$ cat src/rtl/fifo_ctrl.sv
// rtl/fifo_ctrl.sv - 4-entry first-word-fall-through FIFO controller driving an external register array
module fifo_ctrl #(
  parameter int WIDTH = 8
) (
  input  logic             clk,
  input  logic             rst,
  input  logic             in_valid,
  input  logic [WIDTH-1:0] in_data,
  output logic             in_ready,
  output logic             out_valid,
  output logic [WIDTH-1:0] out_data,
  input  logic             out_ready,
  output logic [WIDTH-1:0] mem_write_data,
  output logic [1:0]       mem_write_addr,
  output logic             mem_write_en,
  output logic [1:0]       mem_read_addr,
  input  logic [WIDTH-1:0] mem_read_data,
  output logic [2:0]       count,
  output logic             full,
  output logic             empty,
  output logic             overflow
);

  localparam logic [2:0] DEPTH = 3'd4;

  logic [1:0] wr_ptr;
  logic [1:0] rd_ptr;
  logic [2:0] count_q;
  logic       overflow_q;
  logic       push;
  logic       pop;

  // Status flags come only from the registered count, so in_ready never
  // depends combinationally on out_ready; a pop cannot open a slot for a
  // same-cycle push into a full queue.
  always_comb begin
    full           = (count_q == DEPTH);
    empty          = (count_q == 3'd0);
    in_ready       = !full && !rst;
    out_valid      = !empty;
    push           = in_valid && in_ready;
    pop            = out_valid && out_ready;
    mem_write_en   = push;
    mem_write_addr = wr_ptr;
    mem_write_data = in_data;
    mem_read_addr  = rd_ptr;
    out_data       = mem_read_data;
    count          = count_q;
    overflow       = overflow_q;
  end

  // Pointer, occupancy and sticky overflow state; array contents are left
  // untouched by reset because empty hides any stale word.
  always_ff @(posedge clk) begin
    if (rst) begin
      wr_ptr     <= 2'd0;
      rd_ptr     <= 2'd0;
      count_q    <= 3'd0;
      overflow_q <= 1'b0;
    end else begin
      if (push) wr_ptr <= wr_ptr + 2'd1;
      if (pop)  rd_ptr <= rd_ptr + 2'd1;
      if (push && !pop)      count_q <= count_q + 3'd1;
      else if (pop && !push) count_q <= count_q - 3'd1;
      if (in_valid && full) overflow_q <= 1'b1;
    end
  end

endmodule

$ cat config.mk
export PLATFORM = sky130hd
export DESIGN_NAME = fifo_ctrl
export DESIGN_NICKNAME = d
export VERILOG_FILES = /design/src/rtl/fifo_ctrl.sv
export SDC_FILE = /design/constraint.sdc
export NUM_CORES = 1
export LEC_CHECK = 0
export ABC_AREA = 1
export BUFFER_PORTS_ARGS = -buffer_cell sky130_fd_sc_hd__buf_4
export CAP_MARGIN = 20
export CORE_MARGIN = 2
export CORE_UTILIZATION = 36
export DETAILED_ROUTE_END_ITERATION = 8
export MAX_ROUTING_LAYER = met4
export PLACE_DENSITY = 0.86
export SYNTH_ARGS = -nofsm -noshare
export SYNTH_HDL_FRONTEND = slang
export SYNTH_SLANG_ARGS = --single-unit
export TNS_END_PERCENT = 1
$ cat constraint.sdc
create_clock -name clk -period 2.4 [get_ports clk]
set_input_delay 0.36 -clock clk [delete_from_list [all_inputs] [get_ports clk]]
set_output_delay 0.36 -clock clk [all_outputs]
set_load 0.02 [all_outputs]
==> impl_metrics.py, run 1 <==
metrics = {
    "cells_and_area": {
        "area_delta_synth_final_pct": 7.572,
        "drive_gt1_share_pct": 35.80,
        "fin_nets": 105,
        "diodes": 0,
    },
    "synthesis": {
        "synthMuxAreaShare_pct": 0,
        "yosysTopAreaCell": "dfxtp_1",
        "yosysUniqueCellTypes": 17,
        "synth_nets": 100,
        "yosysSeqAreaShare_pct": 28.51,
        "syn_area_um2": 561.8,
        "synthCells": 78,
        "synth.avg_cell_area_um2": 7.202,
        "synth-compound-area-share_pct": 5.791,
        "yosys-top-cells-area": "dfxtp_1 29%, buf_4 21%, nand2_1 10%, inv_1 8.7%, nand2_4 4.0%",
        "yosys_warnings": 0,
        "ys_ff_latch": 8,
        "synth_top_family_by_area": "buffers and inverters",
        "synth_simple_gate_area_share_pct": 26.95,
        "synth_xor_area_share_pct": 1.559,
        "yosys.area_share.adder_pct": 5.791,
        "synth_top_area_share_pct": 28.51,
    },
    "clocking": {
        "clk_latency_ns": 0.26,
        "clkSlewWorstSetupHoldPaths_ns": 0.06,
        "cts_root_buf": "clkbuf_4",
        "post_cts_buffers": 0,
        "cts_hold_buf": 0,
        "clk_path_buf_depth": 2,
        "cts_tree": "done",
        "cts_inserted_buffers": 3,
        "cts_resized": 0,
        "cts_sinks": 8,
        "cts_max_level": 1,
    },
    "placed_design": {
        "hpwl_um": 819.4,
        "routabilityCongestion": 0.6965,
        "portBuffers": 16,
        "dp_slack_ns": 0.4788,
    },
    "grt": {
        "grt_max_degree": 7,
        "grt_pass1_wl_um": 1462,
        "track_usage_pct": 11.48,
        "antenna_found_initial": 0,
        "grt_pass1_vias": 361,
        "overflow": 0,
    },
    "floorplanning": {
        "core_area_um2": 1489,
        "die_y_um": 43.51,
        "boundaryPins": 49,
        "die_w_um": 43.51,
        "rows": 14,
        "dieArea_um2": 1893,
        "initial_core_util_pct": 37.73,
    },
    "route": {
        "dr.pass1.iters": 3,
        "drt_iter0_drc": 5,
        "drt_wl_total_um": 989,
        "via_count": 420,
        "routed_via_density": 4.330,
        "post_drt_wl_per_cell_um": 10.20,
        "antenna_left": 0,
        "drc": 0,
    },
    "critical_path": {
        "r2r_start": "count[0]$_SDFFE_PP0P_",
        "path_cells": "nor2_4, nand2_2, nand3_1, inv_1, ha_1, inv_1, fa_1, inv_1, nand2_1, nand3_1, nand2_1, nand2_1, nor2_1",
        "worstSetupPathType": "flip-flop to flip-flop",
        "cp.arrival_ns": 2.07,
        "endpoint_kind": "flip-flop",
        "reg2reg_to": "count[2]$_SDFFE_PP0P_",
        "slowest_delay_ns": 0.47,
        "reg2reg_slack_ns": 0.49,
        "worstPathMaxFanout": 4,
        "cpMaxStageDelayCell": "dfxtp_1",
        "rr_worst_depth": 13,
        "start_kind": "flip-flop",
        "crit_required_ns": 2.56,
    },
    "timing": {
        "max_freq_ghz": 0.5242,
        "rsz0062_at_grt": "no",
        "final_hold_viol_count": 0,
        "setup_viol": 0,
        "skew_ns": 0.002807,
        "setup_ws_ns": 0.4923,
        "finalCritPeriodShare_pct": 79.49,
        "period_minus_slack_ns": 1.908,
        "setup-tns-final_ns": 0,
        "worstMarginPinSlew_ns": 0.2677,
        "drv_slew": 0,
        "slew-limit-headroom_pct": 82.13,
    },
    "pwr": {
        "p_clk_share_pct": 12.7,
        "cellLeakagePower_nw": 0.3250,
        "p_sw_share_pct": 47.92,
        "share_comb_of_total_power_pct": 60.5,
        "p_int_uw": 438.7,
        "pwr_density_cell_nw_per_um2": 1394,
        "pwr-share-seq_pct": 26.8,
        "p_sw_uw": 403.7,
        "vdd_drop_max_v": 0.0006141,
    },
    "worst_hold_path": {
        "hold_depth": 2,
        "hold_end": "overflow$_SDFFE_PP0P_",
        "hold_start": "rst",
        "hold_class": "primary input to flip-flop",
    },
    "run_status": {
        "status": "finished clean",
    },
    "flow_run": {
        "maxCapViolCount": 0,
    },
}
## layout by cell type, fill, tap and decap left out
| master | Yosys | final |
|---|---|---|
| a21oi_1 | 2 | 2 |
| a21oi_2 | 2 | 2 |
| buf_4 | 16 | 16 |
| clkbuf_4 | 0 | 3 |
| dfxtp_1 | 8 | 8 |
| fa_1 | 1 | 1 |
| ha_1 | 1 | 1 |
| inv_1 | 13 | 13 |
| inv_2 | 2 | 2 |
| nand2_1 | 15 | 15 |
| nand2_2 | 2 | 2 |
| nand2_4 | 2 | 2 |
| nand3_1 | 4 | 4 |
| nor2_1 | 6 | 6 |
| nor2_2 | 1 | 1 |
| nor2_4 | 1 | 1 |
| o21ai_0 | 1 | 1 |
| xor2_1 | 1 | 1 |
## state kept, by name (all words and copies together), names as in the netlist
signal          flops
overflow            1
count               3
mem_read_addr       2
mem_write_addr      2
## Yosys cell counts
| cell | n |
|---|---|
| xor2_1 | 1 |
| inv_1 | 13 |
| inv_2 | 2 |
| ha_1 | 1 |
| nand2_4 | 2 |
| buf_4 | 16 |
| fa_1 | 1 |
| nor2_4 | 1 |
| dfxtp_1 | 8 |
| nand2_2 | 2 |
| o21ai_0 | 1 |
| nand2_1 | 15 |
| nor2_2 | 1 |
| a21oi_2 | 2 |
| a21oi_1 | 2 |
| nor2_1 | 6 |
| nand3_1 | 4 |
## cell families after synthesis
kind of cell    count (synthesis)
buf+inv                        31
simple gates                   31
flops                           8
compound gates                  5
fa+ha+maj                       2
xor+xnor                        1
## final cells by class
class / instances / area [um2]
clock buffers: 3 / 22.52
fillers: 167 / 884.6
inverters: 15 / 56.30
multi-input cells: 39 / 225.2
flip-flops and latches: 8 / 160.2
well taps: 16 / 20.02
repair buffers: 16 / 120.1
## through the flow
stage	instance area, um2	hold WS [ns]	utilization (%)	total power [mW]	cells
final	604.3	0.2885	40.59	0.8424	97
after global routing	604.3	0.2838	40.59	0.9079	97
after CTS	604.3	0.2769	40.59	0.8546	97
after detailed placement	581.8	0.4557	39.08	0.7405	94
after global placement	581.8	0.4547	39.08	0.7261	94
after floorplan	561.8	0.4224	-	0.5970	78
## critical path: cells and delay by family, from the launching register on
| family | cells | cell delay (ns) |
|---|---|---|
| adders and majority gates | 2 | 0.55 |
| buffers and inverters | 3 | 0.23 |
| DFF | 1 | 0.47 |
| and+or+nand+nor | 8 | 0.54 |
## power by group through the flow
stage	sequential, mW	combinational, mW	clock [mW]
3_5_place_dp	0.229	0.512	0
5_1_grt	0.233	0.555	0.119
4_1_cts	0.226	0.515	0.113
2_1_floorplan	0.271	0.326	0
6_report	0.225	0.510	0.107
3_3_place_gp	0.226	0.500	0
## layer usage
layer | GRT usage, % | up-vias | share of wire (%) | wire [um]
li1 | - | 221 | - | -
met1 | 10.71 | 175 | 39 | 385
met2 | 16.72 | 20 | 48 | 471
met3 | 7.083 | 4 | 12 | 116
met4 | 9.091 | 0 | 1.6 | 16
met5 | - | - | 0 | 0
## how the worst max path moves through the flow
stage                     startpoint                     to  slack (ns)  cells past startpoint
2_1_floorplan  count[0]$_SDFFE_PP0P_  count[2]$_SDFFE_PP0P_        0.39                     13
3_3_place_gp                     rst  count[2]$_SDFFE_PP0P_        0.52                     13
3_5_place_dp                     rst  count[1]$_SDFFE_PP0P_        0.48                      9
4_1_cts        count[1]$_SDFFE_PP0P_  count[1]$_SDFFE_PP0P_        0.48                      9
5_1_grt        count[0]$_SDFFE_PP0P_  count[2]$_SDFFE_PP0P_        0.34                     13
6_report       count[0]$_SDFFE_PP0P_  count[2]$_SDFFE_PP0P_        0.49                     13
Power figures use the tool's default switching activity.
==> run 2, diff against run 1 <==
ABC_AREA = 0   (was 1)
CORE_UTILIZATION = 35   (was 36)
clock period = 1.8 ns   (was 2.4 ns; I/O delays follow)
==> impl_metrics.py, run 2 <==
metrics = {
    "synthesis": {
        "yosys-top-cells-area": "dfxtp_1 31%, buf_4 23%, xor2_1 6.8%, nor2_1 5.1%, fa_1 3.9%",
        "synth_nets": 79,
        "ys_ff_latch": 8,
        "syn_area_um2": 514.2,
        "yosysMostFrequentCell": "buf_4",
        "yosysUniqueCellTypes": 19,
        "synth_top_family_by_area": "buffers and inverters",
        "synth_top_area_share_pct": 31.14,
        "ys_top_cells_by_count": "16 x buf_4, 8 x dfxtp_1, 7 x nor2_1, 4 x xor2_1",
        "yosys_warnings": 0,
        "synthArstFlopShare_pct": 0,
        "synth_edf_count": 0,
        "synth_xor_area_share_pct": 6.813,
        "synth-compound-area-share_pct": 8.029,
        "synth.avg_cell_area_um2": 9.022,
        "ys_dominant_reg_cell": "dfxtp_1",
        "synthCells": 57,
        "synth_simple_gate_area_share_pct": 17.27,
        "yosysTopAreaCell": "dfxtp_1",
        "yosysSeqAreaShare_pct": 31.14,
        "yosys.area_share.adder_pct": 6.326,
        "synthMuxAreaShare_pct": 4.866,
    },
    "placed_design": {
        "portBuffers": 16,
        "routabilityCongestion": 0.7128,
        "dp_slack_ns": -0.1714,
        "hpwl_um": 747.2,
    },
    "pwr": {
        "share_comb_of_total_power_pct": 56.4,
        "p_sw_share_pct": 39.47,
        "p_clk_share_pct": 15.1,
        "p_sw_uw": 401.1,
        "vdd_drop_max_v": 0.0007053,
        "power.total_mw": 1.016,
        "pwr_density_cell_nw_per_um2": 1501,
        "pwr-share-seq_pct": 28.5,
        "p_int_uw": 615.2,
        "cellLeakagePower_nw": 0.3216,
    },
    "cells_and_area": {
        "diodes": 0,
        "area_delta_synth_final_pct": 31.63,
        "final_common_cell": "buf_4",
        "largest_reg_flops": 3,
        "most-common-layout-cells": "27 x buf_4, 7 x nor2_1, 5 x dfxtp_1",
        "fin_nets": 94,
        "drive_gt1_share_pct": 57.75,
    },
    "floorplanning": {
        "die_y_um": 42.33,
        "boundaryPins": 49,
        "rows": 13,
        "dieArea_um2": 1792,
        "initial_core_util_pct": 38.56,
        "die_w_um": 42.33,
        "core_area_um2": 1334,
    },
    "route": {
        "post_drt_wl_per_cell_um": 11.45,
        "drt_iter0_drc": 4,
        "routed_via_density": 4.628,
        "antenna_left": 0,
        "dr.pass1.iters": 3,
        "via_count": 398,
        "drc": 0,
        "drt_wl_total_um": 985,
    },
    "critical_path": {
        "crit_required_ns": 1.99,
        "worstSetupPathType": "flip-flop to flip-flop",
        "cp.arrival_ns": 2.16,
        "worstPathMaxFanout": 4,
        "critical_path.top_delay_family": "simple AND/OR/NAND/NOR gates",
        "slowest_delay_ns": 0.35,
        "path_cells": "nor3b_4, nor2b_2, nor2b_4, ha_4, inv_2, fa_2, xor2_1, or3_1, a21oi_1",
        "path_buf_inv": 1,
        "endpoint_kind": "flip-flop",
        "cpMaxStageDelayCell": "dfxtp_4",
        "start_kind": "flip-flop",
    },
    "run_status": {
        "violations": "negative setup slack",
        "status": "finished, violations left",
    },
    "timing": {
        "finalCritPeriodShare_pct": 109.5,
        "max_freq_ghz": 0.5076,
        "slew-limit-headroom_pct": 71.10,
        "drv_slew": 0,
        "rsz0062_at_grt": "yes",
        "period_minus_slack_ns": 1.970,
        "setup_viol": 1,
        "final_hold_viol_count": 0,
        "worstMarginPinSlew_ns": 0.4281,
        "setup_ws_ns": -0.1702,
        "skew_ns": 0.003888,
    },
    "clocking": {
        "cts_tree": "done",
        "cts_max_level": 1,
        "clkSlewWorstSetupHoldPaths_ns": 0.06,
        "clk_path_buf_depth": 2,
        "clk_latency_ns": 0.26,
        "cts_inserted_buffers": 3,
        "cts_sinks": 8,
        "cts_root_buf": "clkbuf_4",
    },
    "grt": {
        "grt_max_degree": 11,
        "overflow": 0,
        "antenna_found_initial": 0,
        "grt_pass1_vias": 355,
        "track_usage_pct": 11.68,
        "grt_pass1_wl_um": 1497,
    },
    "worst_hold_path": {
        "hold_class": "primary input to flip-flop",
    },
    "flow_run": {
        "maxCapViolCount": 0,
    },
}
==> run 2: cell types whose count changed after synthesis, moves of 3 or more <==
| cell | previous run | this run |
|---|---|---|
| nand2_1 | 15 | 1 |
| inv_1 | 13 | 2 |
| nand3_1 | 4 | 0 |
| or3_1 | 0 | 3 |
| xor2_1 | 1 | 4 |
==> run 2: layout make-up <==
cell class | count | area, um2
Clock buffer | 4 | 26.28
Fill cell | 126 | 656.9
Inverter | 2 | 7.507
Multi-Input combinational cell | 30 | 250.2
Sequential cell | 8 | 171.4
Tap cell | 15 | 18.77
Timing Repair Buffer | 27 | 202.7
==> run 2: worst min-delay path, stage by stage <==
cell     delay (ns)
buf_4          0.08
buf_4          0.09
a21oi_1        0.05
nor2_1         0.07
==> run 2: power groups by stage <==
stage               Sequential [mW]  Clock (mW)  Combinational, mW
global route                  0.299       0.175              0.616
CTS                           0.286       0.156              0.562
finish                        0.289       0.153              0.574
global placement              0.287           0              0.547
floorplan                     0.363           0              0.290
detailed placement            0.289           0              0.553
==> run 2: cells by family (layout without fill, tap and decap cells) <==
family,Yosys count,in the layout
flip-flops,8,8
AO/OA/AOI/OAI,7,7
multiplexers,2,2
adder cells (fa/ha/maj),2,2
buffers and inverters,19,33
XOR/XNOR,4,4
AND/OR/NAND/NOR,15,15
==> run 2: path summary, 6_finish.rpt <==
kind                                             from                    end  slack, ns  depth (start not counted)
worst max-delay path            count[2]$_SDFFE_PP0P_  count[2]$_SDFFE_PP0P_      -0.17                          9
worst min-delay path                         in_valid  overflow$_SDFFE_PP0P_       0.34                          4
worst max register to register  count[2]$_SDFFE_PP0P_  count[2]$_SDFFE_PP0P_      -0.17                          9
worst min register to register  overflow$_SDFFE_PP0P_  overflow$_SDFFE_PP0P_       0.47                          2
==> run 2: metrics by stage <==
stage / cell area (um2) / util [%] / std cells / hold WS (ns) / setup TNS [ns]
finish: 676.9 / 50.75 / 86 / 0.3350 / -0.1702
global route: 676.9 / 50.75 / 86 / 0.3367 / -0.2547
CTS: 661.9 / 49.62 / 86 / 0.3366 / -0.1733
detailed placement: 628.1 / 47.09 / 81 / 0.4617 / -0.1714
global placement: 628.1 / 47.09 / 81 / 0.4604 / -0.1391
floorplan: 538.0 / - / 57 / 0.4107 / -0.5287
==> run 2: timing repair <==
item                                    4_1_cts  5_1_grt
setup buffers                                 1        0
endpoints found under the setup margin        1        2
hold buffers                                  0        0
resized for setup                             1        2
==> run 2: metal layers <==
layer | track usage (%) | wire length (um) | up-vias
met2 | 18.15 | 468 | 21
li1 | - | - | 198
met5 | - | 0 | -
met3 | 7.759 | 122 | 0
met4 | 4.375 | 0 | 0
met1 | 11.63 | 394 | 179
==> run 3, diff against run 2 <==
CTS_BUF_LIST = sky130_fd_sc_hd__clkbuf_8 sky130_fd_sc_hd__clkbuf_16   (was default)
==> impl_metrics.py, run 3 (synthesized netlist as in run 2, its figures left out) <==
metrics = {
    "pwr": {
        "pwr_density_cell_nw_per_um2": 1567,
        "cellLeakagePower_nw": 0.3336,
        "vdd_drop_max_v": 0.0006876,
    },
    "timing": {
        "final_hold_viol_count": 0,
        "slew-limit-headroom_pct": 71.11,
        "setup_viol": 1,
        "rsz0062_at_grt": "yes",
        "finalCritPeriodShare_pct": 108.9,
        "period_minus_slack_ns": 1.961,
        "drv_slew": 0,
        "worstMarginPinSlew_ns": 0.4279,
        "max_freq_ghz": 0.5100,
        "skew_ns": 0.005899,
        "whs_ns": 0.3609,
        "setup_ws_ns": -0.1608,
    },
    "grt": {
        "track_usage_pct": 11.96,
        "overflow": 0,
        "grt.met1_usage_pct": 11.11,
        "grt_max_degree": 11,
        "use_met3_pct": 7.759,
        "grtUsageMet2_pct": 18.77,
        "grt_pass1_vias": 361,
        "antenna_found_initial": 0,
        "grt_busiest_layer": "met2",
        "grt_pass1_wl_um": 1518,
    },
    "critical_path": {
        "reg2reg_slack_ns": -0.16,
        "worstSetupPathType": "flip-flop to flip-flop",
        "crit_start": "count[2]$_SDFFE_PP0P_",
        "endpoint_kind": "flip-flop",
        "r2r_start": "count[2]$_SDFFE_PP0P_",
        "crit_required_ns": 1.96,
        "crit_end": "count[2]$_SDFFE_PP0P_",
        "start_kind": "flip-flop",
        "reg2reg_to": "count[2]$_SDFFE_PP0P_",
        "rr_worst_depth": 9,
        "cp.arrival_ns": 2.12,
        "worstPathMaxFanout": 4,
    },
    "cells_and_area": {
        "fin_nets": 94,
        "most-common-layout-cells": "27 x buf_4, 7 x nor2_1, 5 x dfxtp_1",
        "largest_reg_flops": 3,
        "drive_gt1_share_pct": 57.75,
        "diodes": 0,
        "area_delta_synth_final_pct": 35.28,
        "fin_util_pct": 52.16,
        "final_common_cell": "buf_4",
    },
    "route": {
        "via_count": 395,
        "routed_via_density": 4.593,
        "drt_wl_total_um": 983,
        "antenna_left": 0,
        "drc": 0,
        "post_drt_wl_per_cell_um": 11.43,
        "drt_iter0_drc": 4,
        "dr.pass1.iters": 4,
    },
    "floorplanning": {
        "rows": 13,
        "initial_core_util_pct": 38.56,
        "core_area_um2": 1334,
        "dieArea_um2": 1792,
        "die_w_um": 42.33,
        "die_y_um": 42.33,
        "boundaryPins": 49,
    },
    "run_status": {
        "status": "finished, violations left",
        "violations": "negative setup slack",
    },
    "clocking": {
        "cts_hold_buf": 0,
        "cts_root_buf": "clkbuf_8",
        "clkSlewWorstSetupHoldPaths_ns": 0.05,
        "clk_path_buf_depth": 2,
        "cts_max_level": 1,
        "cts_sinks": 8,
        "cts_inserted_buffers": 3,
        "clk_latency_ns": 0.23,
        "cts_tree": "done",
    },
    "placed_design": {
        "routabilityCongestion": 0.7128,
        "hpwl_um": 747.2,
        "portBuffers": 16,
    },
    "flow_run": {
        "maxCapViolCount": 0,
    },
    "worst_hold_path": {
        "hold_start": "in_valid",
        "hold_class": "primary input to flip-flop",
    },
}
run 3: cell types whose count changed in the layout (fill, tap and decap cells not counted):
cell      delta
clkbuf_4     -3
clkbuf_8     +3
clkbuf_1     -1
inv_1        +1
run 3: final cells by class:
cell class	count	area [um2]
clock inverter	1	3.754
inverter	2	7.507
tap	15	18.77
sequential	8	171.4
fill	121	638.1
clock buffer	3	41.29
timing repair buffer	27	202.7
multi-input combinational	30	250.2
run 3: what timing repair did:
action / in CTS / in global routing
gates resized for setup: 1 / 2
setup buffers: 1 / 0
endpoints found under the setup margin: 1 / 2
hold endpoints to repair: 0 / 0
run 3: report_power, final:
group	switching (mW)	internal, mW
logic	0.282	0.290
clock network	0.0794	0.148
registers	0.0507	0.240
total	0.412	0.678
run 3: critical path, cell delays in order (launching register included):
cell and delay, ns:
dfxtp_4 0.35, nor3b_4 0.15, nor2b_2 0.11, nor2b_4 0.19, ha_4 0.15, inv_2 0.03, fa_2 0.32, xor2_1 0.15
or3_1 0.30, a21oi_1 0.12
run 3: worst min path at each step:
stage	end	depth (start not counted)
floorplan	overflow$_SDFFE_PP0P_	2
global placement	overflow$_SDFFE_PP0P_	2
detailed placement	overflow$_SDFFE_PP0P_	2
CTS	overflow$_SDFFE_PP0P_	4
global route	overflow$_SDFFE_PP0P_	4
finish	overflow$_SDFFE_PP0P_	4
run 3: per-stage QoR:
step	instance area [um2]	instances	setup WS [ns]	power (mW)	TNS [ns]
5_1_grt	695.7	86	-0.2462	1.165	-0.2462
3_3_place_gp	628.1	81	-0.1391	0.8340	-0.1391
4_1_cts	680.7	86	-0.1703	1.083	-0.1703
2_1_floorplan	538.0	57	-0.3251	0.6525	-0.5287
6_report	695.7	86	-0.1608	1.090	-0.1608
3_5_place_dp	628.1	81	-0.1714	0.8416	-0.1714
run 3: routing by layer:
metal,vias to the layer above,part of all wire [%]
li1,197,-
met1,175,38
met2,20,47
met3,3,13
met4,0,1.2
met5,-,0
